$ cat src/rtl/rc4_pkg.sv
// Shared types and constants for the RC4 key-search pipeline.
package rc4_pkg;

    localparam int MSG_LEN = 32;

    localparam logic [7:0] CHAR_SPACE = 8'h20;
    localparam logic [7:0] CHAR_A     = 8'h61;
    localparam logic [7:0] CHAR_Z     = 8'h7A;

    // Bit 3 = RAM ownership (mem_handler), bit 2 = finish; low bits just keep codes unique.
    typedef enum logic [3:0] {
        ST_IDLE     = 4'b0000,
        ST_SET_ADDR = 4'b1000,
        ST_WAIT_RD  = 4'b1001,
        ST_CHECK    = 4'b1010,
        ST_DONE     = 4'b0100
    } chk_state_e;

    localparam int ST_BIT_MEM_HANDLER = 3;
    localparam int ST_BIT_FINISH      = 2;

endpackage

$ cat src/rtl/msg_char_legal.sv
// Legibility test for one plaintext byte: lowercase 'a'..'z' or space.
module msg_char_legal
    import rc4_pkg::*;
(
    input  logic [7:0] char_i,
    output logic       legal_o
);

    assign legal_o = (char_i == CHAR_SPACE) || ((char_i >= CHAR_A) && (char_i <= CHAR_Z));

endmodule

$ cat config.mk
export PLATFORM = sky130hd
export DESIGN_NAME = msg_char_legal
export DESIGN_NICKNAME = d
export VERILOG_FILES = /design/src/rtl/rc4_pkg.sv /design/src/rtl/msg_char_legal.sv
export SDC_FILE = /design/constraint.sdc
export NUM_CORES = 1
export LEC_CHECK = 0
export CAP_MARGIN = 20
export CORE_AREA = 2 2 39 41
export DETAILED_ROUTE_END_ITERATION = 10
export DIE_AREA = 0 0 41 43
export SLEW_MARGIN = 40
export SYNTH_ARGS = -nofsm -noshare
export SYNTH_HDL_FRONTEND = slang
export SYNTH_SLANG_ARGS = --single-unit
export TNS_END_PERCENT = 1
$ cat constraint.sdc
create_clock -name vclk -period 0.8
set_input_delay 0.16 -clock vclk [all_inputs]
set_output_delay 0.16 -clock vclk [all_outputs]
set_load 0.005 [all_outputs]
---- Yosys cells after proc, flatten, opt, wreduce, memory -nomap -nowiden ----
Cells that the tools add are included.
word-level totals
  logic and storage cells ................. 5
  input port bits ......................... 8
  register bits after elaboration ......... 0
cells by class
  reduce and logical (&&, ||, !) cells .... 2
  equal/unequal tests ..................... 1
  magnitude comparators ................... 2
operator list
  kind                                                             count
  equality test 8 x 6 -> 1 bit (second input constant)             1
  >= comparator 8 x 7 -> 1 bit (second input constant)             1
  less-or-equal comparator 8 x 7 -> 1 bit (second input constant)  1
  logical AND 1 bit                                                1
  logical OR 1 bit                                                 1

---- Logic depth before layout (Yosys ltp) ----
Gate-level depths: netlist of run 1.
  depth after elaboration ................. 3
  mapped depth ............................ 3
  mapped depth without buffers ............ 3

---- Worst setup path after synthesis of run 1 ----
Ideal clock, no wire load.
  kind .................................... input to output
  from .................................... input char_i[1]
  to ...................................... output legal_o
  arrival ................................. 0.607 ns
  setup slack ............................. 0.033 ns
  stages on the path ...................... 3
  required time ........................... 0.640 ns
  cells stage by stage .................... nor3_2 -> o22ai_1 -> nor3_2
between the ends
  longest elaborated chain between the ends .. 3
  elaborated cells between the ends (all ways) .. 5
  those cells by class .................... 2 x order compare; 1 x eq/ne; 2 x reduce/logical
ends and longest elaborated chain
  item                                                                                     line                 text
  start, declared                                                                          msg_char_legal.sv:5  input logic [7:0] char_i,
  >= comparator 8 x 7 -> 1 bit or less-or-equal comparator 8 x 7 -> 1 bit (tied branches)  msg_char_legal.sv:9  assign legal_o = (char_i == CHAR_SPACE) || ((char_i >= CHAR_A) && (char_i <= CHAR_Z));
  logical AND 1 bit                                                                        msg_char_legal.sv:9
  logical OR 1 bit *                                                                       msg_char_legal.sv:9
  end, declared                                                                            msg_char_legal.sv:6  output logic legal_o
Mark *: on every way between the ends. The rest lies on a longest branch, timed or not.

---- Worst setup path after layout of run 1 ----
  from .................................... input char_i[0]
  to ...................................... output legal_o
The elaborated chain is that of the path after synthesis.

==> metrics, run 1 <==
Total Routing Usage GR=3.10%; slowest stage delay, CP=0.20 ns; Yosys top cell by area=nor3_2; pwr/cell area=405 nW/um^2; Hold Crit Class=in2out; Netlist cell types=8; DR WL/cell=~7 um; dpl ws=-0.959 ns; initial core utilization=4.16%; Die X=41 um; synthesized area=57.6 um^2; yosys warns=0; setup bufs post-CTS=0; Startpoint Class=input pin; max_cap viols=0; vias per inst=3.06; CP arrival=0.81 ns; fraction of layout instances using a drive strength above 1=83.3%; Net Count, Synth=17; Avg Inst Size Synth=~6.4 um^2; hold_buf cts=0; critical path class=in2out; full die area=1760 um^2; unrepaired setup endpoints after global routing=yes; Seq/Total Area, Yosys=0%; Synth Instances=9; io pins=9; core footprint=~1400 um^2; max-slew violations=0; most frequent cells in the layout=3 x buf_2, 2 x clkbuf_2, 2 x clkdlybuf4s15_1; PnR Total Power=0.0760 mW; via count=104; antenna violations before repair=0; GPL Wtd Cong=0.511; CP endpoint kind=output pin; min cycle time layout=~0.97 ns; required time worst endpoint=0.64 ns; failing checks=negative setup slack; aggregate global routing overflow=0; final count of hold timing violations=0; Final setup viols=1; DRC errors left=0; final-layout clock buffer total=0; Final ANT Viol Nets=0; Post-Place Cells=34; Design Area, Final=~190 um^2; sequential cell count=0; commonest non-fill, non-tap cell in the layout=buf_2; max_slew headroom=89.5%; register area=0 um^2; # diodes=0; peak supply drop=around 0.13 mV; final non-filler cell total=34; Final nets=28; Worst Hold Path Cells=5; Pleak=approximately 0.073 nW; vias in the first global route=about 100; Tcrit/Tclk final=122%; final WL=244 um; Die Y=roughly 43 um; first-pass GRT wire length=386 um; critical path's slowest cell=and3_4; pin count of the biggest net entering global routing=4; Layout area overhead=226%; TritonRoute pass-1 iters=1; Rows=14; Slew @ Worst Pin=0.157 ns; fillcell total=159; cells along the critical path=buf_8 > nor3_4 > and3_4 > nor3_2 > buf_2; Finished Core Util=13.6%; Synth top area share=34.8%; Placed Area=168 um^2; Starting DRT DRC Count=0; Synth area leaders=nor3_2 35%, and3_2 13%, nor2b_1 11%; fmax=1.03 GHz; Max FO, Critical Path=2; final setup margin=-0.173 ns; I/O Buffers=9; status=complete, but fails checks
## per-layer routing
metal | global-route usage (%) | vias to the layer above | routed length [um]
li1 | - | 53 | -
met3 | 0 | 0 | 44
met2 | 5.31 | 9 | 90
met4 | 0 | 0 | 0
met1 | 4.44 | 42 | 109
met5 | 0 | - | 0
## critical path, delay by kind of cell
kind	cells	cell delay, ns
and+or+nand+nor	3	0.43
buffers and inverters	2	0.22
## through the flow
stage / hold WS, ns / TNS, ns
floorplan: 0.463 / 0
global placement: 1.39 / -0.943
detailed placement: 1.40 / -0.959
CTS: 0.727 / -0.208
global route: 0.743 / -0.226
finish: 0.706 / -0.173
## cell usage after synthesis
master and count:
and3_2 1, a21oi_1 1, nand2_1 1, o22ai_1 1, o21ai_0 1, nor2_1 1
nor2b_1 1, nor3_2 2
## area by class of cell
class | count | area (um^2) | share of cell area, %
tap | 16 | 20.0 | 10.7
multi-input combinational | 9 | 96.3 | 51.3
timing repair buffer | 9 | 71.3 | 38.0
## kinds of logic (layout without fill, tap and decap cells)
logic type | count (synthesis) | after routing | share of synthesized area (%)
and+or+nand+nor | 6 | 6 | 71.7
AOI/OAI and AO/OA | 3 | 3 | 28.3
buffers and inverters | 0 | 9 | 0
## worst paths after layout
path                  start      end  slack, ns
setup / recovery  char_i[0]  legal_o      -0.17
hold / removal    char_i[0]  legal_o       0.71
## power by group
group / total, mW / switching [mW] / internal, mW
Combinational: 0.0760 / 0.0322 / 0.0438
Sequential: 0 / 0 / 0
Clock: 0 / 0 / 0
## what timing repair did
item | 4_1_cts | 5_1_grt
pin swaps | 4 | 3
endpoints found under the hold margin | 0 | 0
setup endpoints to repair | 1 | 1
gates resized for setup | 37 | 7
No activity file was read; power rests on OpenSTA's default activity.
==> inputs of run 2 (changes only) <==
- PLACE_DENSITY: default -> 0.33
==> run 2 against run 1 <==
  * The flow still finishes with violations (negative setup slack)
  * First-iteration DRC count is the same
  * Via count up 2.9%
  * Die area did not move
  * Total power shrank 4.7%
  * Cell count unchanged
  * Design area fell by 5.3%
  * Routed wire length is 22% higher
  * Critical path depth did not move
  * Global-route usage is the same
  * Utilization decreased by 0.72 points
  * Worst setup slack lost 0.0048 ns
  * Fmax decreased by 0.49%
==> metrics, run 2 (synthesis gave the netlist of run 1 again) <==
status=complete, but fails checks; failing checks=negative setup slack; Slew @ Worst Pin=between 0.15 and 0.2 ns; pin count of the biggest net entering global routing=4; fmax=1.02 GHz; min cycle time layout=0.977 ns; setup bufs post-CTS=0; DRC errors left=0; max-slew violations=0; Tcrit/Tclk final=122%; vias per inst=3.15; Total Routing Usage GR=3.10%; peak supply drop=0.108 mV; most frequent cells in the layout=3 x buf_2, 3 x clkbuf_2; core footprint=1380 um^2; Max FO, Critical Path=2; io pins=9; Starting DRT DRC Count=0; Worst Hold Path Cells=5; Pleak=0.0718 nW; initial core utilization=4.16%; final-layout clock buffer total=0; sequential cell count=0; unrepaired setup endpoints after global routing=yes; Rows=14; first-pass GRT wire length=~400 um; final setup margin=-0.177 ns; TritonRoute pass-1 iters=1; critical path's slowest cell=and3_4; # diodes=0; WHS Endpoint=legal_o; aggregate global routing overflow=0; required time worst endpoint=0.64 ns; Die Y=around 43 um; Startpoint Class=input pin; register area=0 um^2; I/O Buffers=9; GPL Wtd Cong=0.501; DR WL/cell=8.74 um; max_cap viols=0; vias in the first global route=91; Final ANT Viol Nets=0; antenna violations before repair=0; Hold Crit Class=in2out; CP arrival=0.82 ns; PnR Total Power=a little over 0.07 mW; final WL=just under 300 um; wl on met1=110 um; full die area=around 1800 um^2; Min Hold Slack=around 0.67 ns; slowest stage delay, CP=roughly 0.2 ns; max_slew headroom=between 80% and 90%; pwr/cell area=408 nW/um^2; Layout area overhead=209%; Die X=roughly 40 um; routed wl met3=approximately 59 um; Final nets=28; cells along the critical path=buf_8 > nor3_4 > and3_4 > nor3_2 > buf_2; critical path class=in2out; via count=between 100 and 150; hold path start=char_i[7]; CP endpoint kind=output pin; fraction of layout instances using a drive strength above 1=88.9%; top sig layer=met3; Final setup viols=1; final count of hold timing violations=0; met2 routed WL=127 um
[run 2: cell types whose count changed in the layout (fill, tap and decap cells not counted)]
cell,previous run,this run
clkdlybuf4s15_1,2,1
nor2_4,1,0
nor2_2,0,1
clkbuf_2,2,3
[run 2: worst max-delay path by stage]
stage / to / startpoint / slack [ns] / depth (start not counted)
2_1_floorplan: legal_o / char_i[1] / 0.03 / 3
3_3_place_gp: legal_o / char_i[1] / -0.93 / 5
3_5_place_dp: legal_o / char_i[1] / -0.97 / 5
4_1_cts: legal_o / char_i[4] / -0.21 / 5
5_1_grt: legal_o / char_i[0] / -0.23 / 5
6_report: legal_o / char_i[0] / -0.18 / 5
[run 2: per-layer routing]
metal	up-vias	track usage, %
met4	0	0
met1	46	4.13
met5	-	0
met2	9	5.31
li1	52	-
met3	0	0.524
[run 2: what timing repair did]
action                     CTS  global route
hold buffers                 0             0
setup endpoints to repair    1             1
pin swaps                    4             4
resized for setup           36             7
[run 2: layout make-up]
cell class / instances / area [um^2]
Fill cell: 160 / 1210
Timing Repair Buffer: 9 / 66.3
Tap cell: 16 / 20.0
Multi-Input combinational cell: 9 / 91.3
[run 2: power by group]
part / switching [mW] / leakage (nW) / internal, mW
combinational: 0.0309 / 0.0718 / 0.0415
clock: 0 / 0 / 0
sequential: 0 / 0 / 0
total: 0.0309 / 0.0718 / 0.0415
[run 2: through the flow]
step	setup WS, ns	utilization, %	setup TNS [ns]	instances	area, um^2
floorplan	0.0333	-	0	9	57.6
global placement	-0.934	12.1	-0.934	34	168
detailed placement	-0.966	12.1	-0.966	34	168
CTS	-0.214	13.0	-0.214	34	180
global route	-0.233	12.8	-0.233	34	178
finish	-0.177	12.8	-0.177	34	178
[run 2: worst max-delay path, delay by kind of cell]
kind                   cells  cell delay (ns)
AND/OR/NAND/NOR            3             0.43
buffers and inverters      2             0.22
==> inputs of run 3 (changes only) <==
- PLACE_DENSITY: 0.33 -> default
==> results of run 3 <==
The final DEF is identical to that of run 1; final timing and power are the same.
